## src/rtl/fetch_unit.sv

```systemverilog
// fetch_unit -- instruction fetch stage.
//
// Owns the fetch PC, issues single outstanding word reads to instruction
// memory, buffers returned {pc, instruction} pairs in a QDEPTH-entry circular
// prefetch queue and presents the queue head to decode via valid/ready.
// A branch/flush from execute empties the queue and redirects fetch; a
// request already in flight when the branch arrives is waited out and its
// data dropped.
//
// Parameters:
//   RESET_PC  fetch address after reset (bits [1:0] ignored)
//   QDEPTH    prefetch queue depth, power of two, >= 2
// Ports:
//   clk1, rst_n                  clock, asynchronous active-low reset
//   mem_req, mem_address         registered read request / word address
//   mem_ready, mem_read          memory return strobe and data
//   branch_valid, branch_target  one-cycle redirect from execute
//   d_valid, d_ready             decode handshake
//   d_instruction, d_pc          queue head word and its address
module fetch_unit #(
  parameter logic [31:0] RESET_PC = 32'h0000_0000,
  parameter int unsigned QDEPTH   = 2
) (
  input  logic        clk1,
  input  logic        rst_n,
  output logic        mem_req,
  output logic [31:0] mem_address,
  input  logic        mem_ready,
  input  logic [31:0] mem_read,
  input  logic        branch_valid,
  input  logic [31:0] branch_target,
  output logic        d_valid,
  input  logic        d_ready,
  output logic [31:0] d_instruction,
  output logic [31:0] d_pc
);

  localparam int unsigned   PW       = (QDEPTH > 1) ? $clog2(QDEPTH) : 1;
  localparam int unsigned   CW       = $clog2(QDEPTH + 1);
  localparam logic [31:0]   START_PC = RESET_PC & ~32'h3;
  localparam logic [CW-1:0] FULL     = CW'(QDEPTH);

  typedef enum logic [1:0] {
    ST_IDLE,
    ST_REQ,
    ST_DISCARD
  } state_e;

  state_e        state_q;
  logic [31:0]   fetch_pc_q;
  logic [31:0]   mem_address_q;
  logic          mem_req_q;
  logic [CW-1:0] count_q;
  logic [CW-1:0] count_d;
  logic [PW-1:0] rd_ptr_q;
  logic [PW-1:0] wr_ptr_q;
  logic [31:0]   pc_buf_q  [QDEPTH];
  logic [31:0]   ins_buf_q [QDEPTH];

  logic [31:0] target;
  logic        push;
  logic        pop;
  logic        has_room;

  assign target = branch_target & ~32'h3;

  // A return is only accepted in REQ; a same-cycle branch drops it.
  assign push = (state_q == ST_REQ) && mem_ready && !branch_valid;
  assign pop  = (count_q != '0) && d_ready;

  always_comb begin
    count_d = count_q;
    if (branch_valid) begin
      count_d = '0;
    end else if (push && !pop) begin
      count_d = count_q + 1'b1;
    end else if (!push && pop) begin
      count_d = count_q - 1'b1;
    end
  end

  assign has_room = (count_d < FULL);

  // Prefetch queue storage and pointers.
  always_ff @(posedge clk1 or negedge rst_n) begin
    if (!rst_n) begin
      count_q  <= '0;
      rd_ptr_q <= '0;
      wr_ptr_q <= '0;
      for (int unsigned i = 0; i < QDEPTH; i++) begin
        pc_buf_q[i]  <= '0;
        ins_buf_q[i] <= '0;
      end
    end else begin
      count_q <= count_d;
      if (branch_valid) begin
        // Flush collapses the write pointer onto the head so the head slot
        // (and thus d_pc/d_instruction) stays put until the next push.
        wr_ptr_q <= rd_ptr_q;
      end else begin
        if (push) begin
          pc_buf_q[wr_ptr_q]  <= mem_address_q;
          ins_buf_q[wr_ptr_q] <= mem_read;
          wr_ptr_q            <= wr_ptr_q + 1'b1;
        end
        if (pop) begin
          rd_ptr_q <= rd_ptr_q + 1'b1;
        end
      end
    end
  end

  // Request FSM with registered mem_req/mem_address.
  always_ff @(posedge clk1 or negedge rst_n) begin
    if (!rst_n) begin
      state_q       <= ST_IDLE;
      fetch_pc_q    <= START_PC;
      mem_address_q <= START_PC;
      mem_req_q     <= 1'b0;
    end else begin
      case (state_q)
        ST_IDLE: begin
          if (branch_valid) begin
            fetch_pc_q    <= target;
            mem_address_q <= target;
            mem_req_q     <= 1'b1;
            state_q       <= ST_REQ;
          end else if (has_room) begin
            mem_address_q <= fetch_pc_q;
            mem_req_q     <= 1'b1;
            state_q       <= ST_REQ;
          end
        end
        ST_REQ: begin
          if (branch_valid) begin
            fetch_pc_q <= target;
            if (mem_ready) begin
              mem_address_q <= target;
            end else begin
              state_q <= ST_DISCARD;
            end
          end else if (mem_ready) begin
            // Address tracks fetch_pc even when going idle, so a later
            // restart from IDLE re-issues the same value.
            fetch_pc_q    <= fetch_pc_q + 32'd4;
            mem_address_q <= fetch_pc_q + 32'd4;
            if (!has_room) begin
              mem_req_q <= 1'b0;
              state_q   <= ST_IDLE;
            end
          end
        end
        ST_DISCARD: begin
          if (branch_valid) begin
            fetch_pc_q <= target;
          end
          if (mem_ready) begin
            mem_address_q <= branch_valid ? target : fetch_pc_q;
            state_q       <= ST_REQ;
          end
        end
        default: begin
          mem_req_q <= 1'b0;
          state_q   <= ST_IDLE;
        end
      endcase
    end
  end

  assign mem_req       = mem_req_q;
  assign mem_address   = mem_address_q;
  assign d_valid       = (count_q != '0);
  assign d_pc          = pc_buf_q[rd_ptr_q];
  assign d_instruction = ins_buf_q[rd_ptr_q];

endmodule

```

## config.mk

```make
export PLATFORM = sky130hd
export DESIGN_NAME = fetch_unit
export DESIGN_NICKNAME = d
export VERILOG_FILES = /design/src/rtl/fetch_unit.sv
export SDC_FILE = /design/constraint.sdc
export NUM_CORES = 1
export LEC_CHECK = 0
export BUFFER_PORTS_ARGS = -buffer_cell sky130_fd_sc_hd__buf_2
export CORE_UTILIZATION = 45
export DETAILED_ROUTE_END_ITERATION = 12
export PLACE_DENSITY = 0.66
export SYNTH_ARGS = -nofsm -noshare
export SYNTH_HDL_FRONTEND = slang
export SYNTH_SLANG_ARGS = --single-unit
```

## constraint.sdc

```tcl
create_clock -name clk1 -period 3.4 [get_ports clk1]
set_clock_uncertainty 0.1 [all_clocks]
set_input_delay 0.51 -clock clk1 [delete_from_list [all_inputs] [get_ports clk1]]
set_output_delay 0.51 -clock clk1 [all_outputs]
set_load 0.05 [all_outputs]
```

==> run metrics, run 1 <==
dominant combinational cell family by area after synthesis=multiplexers; EDFF count, synth=0; final std cell area, no fill=0.0122 sq mm; hold violation count in the final report=0; Worst Setup Slack, final=0.720 ns; syn_nets=1008; number of antenna violations at the first check in global routing=0; Post-Route WL=25.8 mm; largest area contributor in the netlist=dfrtp_1; Clock Pin Slew Worst Setup and Hold Paths=0.08 ns; cell count after synthesis=937; Synth Warn #=0; routed wirelength normalized by instance count=18.7 um; post-detail-place hpwl=18.0 mm; share of synthesized area spent on multiplexers=24.4%; drt drc=0; Hold WS=0.0124 ns; most area-consuming cells after synthesis=dfrtp_1, mux2_2, nand2_1; number of buffers inserted during clock tree synthesis=17; remaining antenna violation count=0; count of vias placed by the detailed router=7880; TritonCTS clock tree=built; Fin Setup TNS=0 ns; type of element launching the critical path=flop; worst-case headroom to the max-slew limit=53.9%; starting density of the core=45.9%; Slew Limit Fails=0; global-route wire length before repair=42.2 mm; sequential element share of the synthesized area=47.9%; CP endpoint kind=output pin; layout overhead on the synthesized area=17.6%; area of the die=0.0237 sq mm; Total Nets Final=1149; f_max=373 MHz; required time reported for the critical path endpoint=2.79 ns; clock net sink count=199; result of the run=complete, no violations; I/O Buffers=164; class of the worst hold path=input pin to asynchronous set/reset pin; final number of setup-violating endpoints=0; share of cells above drive strength 1=41.4%; clock insertion delay at the later pin of the skew report=0.43 ns; htree depth=4; flip-flop and latch count after synthesis=199; mean instance size in the synthesized netlist=11.1 sq um; dominant cell by count in the synthesized netlist=mux2_2; width of the die=154 um; total routing usage reported by global routing=22.5%; post-route fraction of the period consumed by the critical path=78.8%; clk root buf=clkbuf_16; First-pass DRT Iterations=6; synthesized-area fraction occupied by and/or/nand/nor cells=12.4%; via count of the first global-routing pass=7775; overall overflow remaining after global route=0; Via-to-Cell Ratio=5.73; max cap viols=0; actual slew at the worst max-slew pin=0.691 ns; min Tclk post-route=2.68 ns; routability congestion estimate from global placement=0.885; Boundary Pins=167; worst reg-to-reg setup slack=0.76 ns; critical path arrival=2.07 ns; async set-reset flop share out of synthesis=100%; Post-Synth Adder-Cell Area=0.241%; unrepaired setup endpoints after global routing=no; area of the core=0.0226 sq mm; ant diodes=0; overall die height=154 um; worst IR drop on VDD=0.622 mV; minimum setup slack after placement=0.799 ns; count of routing violations after the opening detailed-route iteration=511; # hold bufs at CTS=0; area of the mapped netlist=0.0104 sq mm; row cnt=55; Setup CP Type=flop to output pin; share of the synthesized area in the top cell type=47.9%; post-cts repair resize count=0; complex-gate fraction of the synthesized area=10.2%; Max Root-Sink Buffers=2; XOR/XNOR Fraction of Synth Area=1.18%; instance area after placement=0.0116 sq mm; Yosys cell types=72; Post-synth top flop=dfrtp_1; leakage power total=0.00543 uW; pin count of the biggest net entering global routing=88; cell area power density=1110 mW/mm^2; postcts setup bufs=0; maximum net fanout on the critical path=23; most instantiated cells after synthesis=mux2_2, dfrtp_1, nand2_1
[where the power goes]
group | switching, uW | leakage [uW] | internal [uW]
sequential | 975 | 0.00242 | 3450
combinational | 4620 | 0.00272 | 2490
clock | 1020 | 0.000298 | 1070
[critical path, cell delays in order, from the launching register on]
cell	delay [ns]
dfrtp_2	0.82
buf_12	0.24
mux2_2	0.35
buf_2	0.21
[cell families after synthesis]
group,after synthesis
mux,227
buf+inv,89
xor+xnor,14
flops,199
simple gates,240
compound gates,166
fa+ha+maj,2
[routing by layer]
metal  wire, um  share of wire (%)  up-vias  global-route usage [%]
li1           -                  -     3713                       -
met1      11900                 46     3866                    30.9
met2      11800                 46      256                    35.5
met3       1510                5.9       45                    4.43
met4        630                2.4        0                    8.00
met5          0                  0        -                       0
[flip-flops by register name, indices dropped and copies added (netlist names)]
register     count
mem_address     32
ins_buf_q       64
mem_req          1
fetch_pc_q      32
rd_ptr_q         1
wr_ptr_q         1
pc_buf_q        64
count_q          2
state_q          2
[placed cells by master, fill, tap and decap left out, drive strengths merged, types with 5 or more instances in the layout]
master  instances
mux2          208
dfrtp         199
buf           194
nand2          75
o21ai          61
nor2           41
a21oi          32
nor3           23
inv            21
mux2i          19
nand3          19
clkbuf         19
nand4          17
a211oi         11
xnor2          10
nand2b         10
nor4           10
clkinv          8
and2            7
o31ai           6
and3            6
a311oi          6
and4            5
or4             5
a221oi          5
[area by class of cell]
class                           count  area, sq um
Timing Repair Buffer              195         1150
Fill cell                        1974        10400
Sequential cell                   199         4980
Clock buffer                       18          429
Inverter                           16         60.1
Multi-Input combinational cell    649         5060
Tap cell                          285          357
Clock inverter                     14          184
[through the flow]
step / power [uW] / cells / util (%)
2_1_floorplan: 9810 / 937 / -
3_3_place_gp: 11400 / 1344 / 51.3
4_1_cts: 13700 / 1376 / 54.0
5_1_grt: 14400 / 1376 / 54.0
3_5_place_dp: 11600 / 1344 / 51.3
6_report: 13600 / 1376 / 54.0
[worst paths after layout]
| path | endpoint | depth (start not counted) | start |
|---|---|---|---|
| hold / removal | ins_buf_q[20] | 1 | rst_n |
| min in group clk1 | ins_buf_q[44] | 2 | mem_read[12] |
| max in group asynchronous | fetch_pc_q[20] | 2 | rst_n |
| setup / recovery | d_pc[28] | 3 | rd_ptr_q |
| setup reg to reg | mem_address[30] | 6 | fetch_pc_q[2] |
| hold reg to reg | pc_buf_q[26] | 2 | pc_buf_q[26] |
Power figures use the tool's default switching activity.
==> run 2: changes to the inputs <==
--- a/config.mk
+++ b/config.mk
@@ -8,7 +8,7 @@
 export BUFFER_PORTS_ARGS = -buffer_cell sky130_fd_sc_hd__buf_2
 export CORE_UTILIZATION = 45
 export DETAILED_ROUTE_END_ITERATION = 12
-export PLACE_DENSITY = 0.66
+export PLACE_DENSITY = 0.68
 export SYNTH_ARGS = -nofsm -noshare
 export SYNTH_HDL_FRONTEND = slang
 export SYNTH_SLANG_ARGS = --single-unit
==> constraint.sdc (replaced) <==
create_clock -name clk1 -period 2.2 [get_ports clk1]
set_clock_uncertainty 0.1 [all_clocks]
set_input_delay 0.33 -clock clk1 [delete_from_list [all_inputs] [get_ports clk1]]
set_output_delay 0.33 -clock clk1 [all_outputs]
set_load 0.05 [all_outputs]
==> run metrics, run 2 (same netlist as run 1, synthesis figures left out) <==
result of the run=complete, no violations; clock net sink count=199 (unchanged); cell area power density=1680 mW/mm^2 (+51%); layout overhead on the synthesized area=25.1%; Clock Pin Slew Worst Setup and Hold Paths=0.07 ns (about the same); remaining antenna violation count=0 (unchanged); post-detail-place hpwl=19.6 mm (+9.0%); maximum net fanout on the critical path=49 (+110%); Hold WS=0.0473 ns (+0.0349 ns); Top Registers=ins_buf_q x64, pc_buf_q x64; share of cells above drive strength 1=46.8% (+5.4 points); htree depth=4 (unchanged); Post-Route WL=27.2 mm (+5.5%); Max Root-Sink Buffers=2 (unchanged); leakage power total=0.00588 uW (+8.3%); First-pass DRT Iterations=6 (unchanged); clock share of power=14.8% (-0.5 points); global-route wire length before repair=43.1 mm (+2.1%); row cnt=55 (unchanged); required time reported for the critical path endpoint=1.77 ns (-1.02 ns); Comb power frac=55.5% (+3.3 points); P_int=11500 uW (+64%); instance area after placement=0.0122 sq mm (+5.4%); overall overflow remaining after global route=0 (unchanged); CP endpoint kind=output pin; Boundary Pins=167 (unchanged); clk root buf=clkbuf_16; count of routing violations after the opening detailed-route iteration=589 (+15%); area of the die=0.0237 sq mm (unchanged); final std cell area, no fill=0.0130 sq mm (+6.4%); number of antenna violations at the first check in global routing=1 (+1); total routing usage reported by global routing=23.0% (+0.47 points); sequential fraction of design power=29.7% (-2.8 points); routability congestion estimate from global placement=0.938 (+6.0%); register area=0.00499 sq mm (+0.15%); starting density of the core=45.9% (unchanged); f_max=463 MHz; post-route fraction of the period consumed by the critical path=98.2%; I/O Buffers=164 (unchanged); category of cells accounting for the largest share of critical-path delay=buffers and inverters; clock insertion delay at the later pin of the skew report=0.43 ns (about the same); switching power=10300 uW (+56%); final number of setup-violating endpoints=0 (unchanged); max cap viols=0 (unchanged); via count of the first global-routing pass=7988 (+2.7%); critical path arrival=1.73 ns (-0.34 ns); pin count of the biggest net entering global routing=56 (-36%); footprint of the multi-input gates=0.00514 sq mm (+1.6%); class of the worst hold path=input pin to flop; hold violation count in the final report=0 (unchanged); worst IR drop on VDD=0.842 mV (+35%); number of buffers inserted during clock tree synthesis=17 (unchanged); switching part of the total power=47.2% (-1.4 points); Fillers=1921 (-2.7%); Via-to-Cell Ratio=5.70 (-0.54%); total buffers and inverters traversed by the critical path=2 (unchanged); Setup CP Type=flop to output pin; TritonCTS clock tree=built; min Tclk post-route=2.16 ns; unrepaired setup endpoints after global routing=yes; slowest CP cell=dfrtp_4; worst-case headroom to the max-slew limit=54.2% (+0.32 points); actual slew at the worst max-slew pin=0.679 ns (-0.0120 ns); overall die height=154 um (unchanged); type of element launching the critical path=flop; leading cell types in the layout, fill and taps excluded=mux2_2, dfrtp_1, buf_2, buf_4, nand2_1; commonest non-fill, non-tap cell in the layout=mux2_2; Slew Limit Fails=0 (unchanged); drt drc=0 (unchanged); routed wirelength normalized by instance count=18.7 um (-0.38%); width of the die=154 um (unchanged); Total Nets Final=1230 (+7.0%); count of vias placed by the detailed router=8299 (+5.3%); Critical Path Max Stage Delay=0.44 ns (-0.38 ns); area of the core=0.0226 sq mm (unchanged); cells along the critical path=buf_16 > mux2_2 > buf_2
[run 2: repair_timing]
| action | in CTS | in global routing |
|---|---|---|
| pin swaps | 0 | 5 |
| hold buffers | 1 | 0 |
| gates cloned | 0 | 1 |
| endpoints found under the hold margin | 51 | 0 |
| setup endpoints to repair | 3 | 64 |
| buffers inserted | 0 | 7 |
| gates resized for setup | 3 | 25 |
[run 2: cell type report]
type | instances | share of cell area [%]
clock buffer | 19 | 3.41
antenna | 1 | 0.0193
multi-input combinational | 649 | 39.5
inverter | 16 | 0.462
sequential | 199 | 38.4
clock inverter | 12 | 1.21
timing repair buffer | 276 | 14.2
tap | 285 | 2.74
[run 2: through the flow]
stage          setup TNS (ns)  worst slack (ns)  power (uW)  utilization, %  instances
5_1_grt                -0.370           -0.0270       23000            57.4       1456
6_report                    0            0.0395       21800            57.4       1457
3_5_place_dp          -0.0273           -0.0273       18500            54.0       1416
4_1_cts                     0            0.0142       21700            56.8       1448
3_3_place_gp         -0.00818          -0.00818       18200            54.0       1416
2_1_floorplan         -0.0110           -0.0110       15200               -        937
[run 2: power by group through the flow]
stage | Sequential, uW | Combinational (uW) | Clock, uW
finish | 6480 | 12100 | 3220
detailed placement | 6540 | 11900 | 0
global placement | 6450 | 11800 | 0
CTS | 6480 | 12000 | 3290
floorplan | 7170 | 8000 | 0
global route | 6730 | 12800 | 3450
[run 2: path summary, 6_finish.rpt]
| kind | slack (ns) | startpoint | cells after the start | to |
|---|---|---|---|---|
| min in group asynchronous | 0.34 | rst_n | 2 | ins_buf_q[55] |
| min | 0.05 | mem_read[19] | 2 | ins_buf_q[19] |
| max reg2reg | 0.06 | fetch_pc_q[10] | 7 | fetch_pc_q[23] |
| max in group asynchronous | 0.93 | rst_n | 3 | ins_buf_q[29] |
| min reg2reg | 0.39 | pc_buf_q[26] | 2 | pc_buf_q[26] |
| max | 0.04 | rd_ptr_q | 3 | d_pc[11] |
[run 2: worst reg2reg max path: stages, from the launching register on]
cell and delay, ns:
dfrtp_1 0.39, buf_4 0.14, and4_2 0.28, buf_4 0.14
nand4_1 0.16, nor4b_1 0.30, mux2_2 0.38, nor3_1 0.18
[run 2: per-layer routing]
metal | vias to the layer above | GRT usage [%] | part of all wire [%]
li1 | 3874 | - | -
met1 | 4103 | 32.3 | 46
met2 | 302 | 37.4 | 47
met3 | 20 | 3.61 | 5.7
met4 | 0 | 5.10 | 0.98
met5 | - | 0 | 0
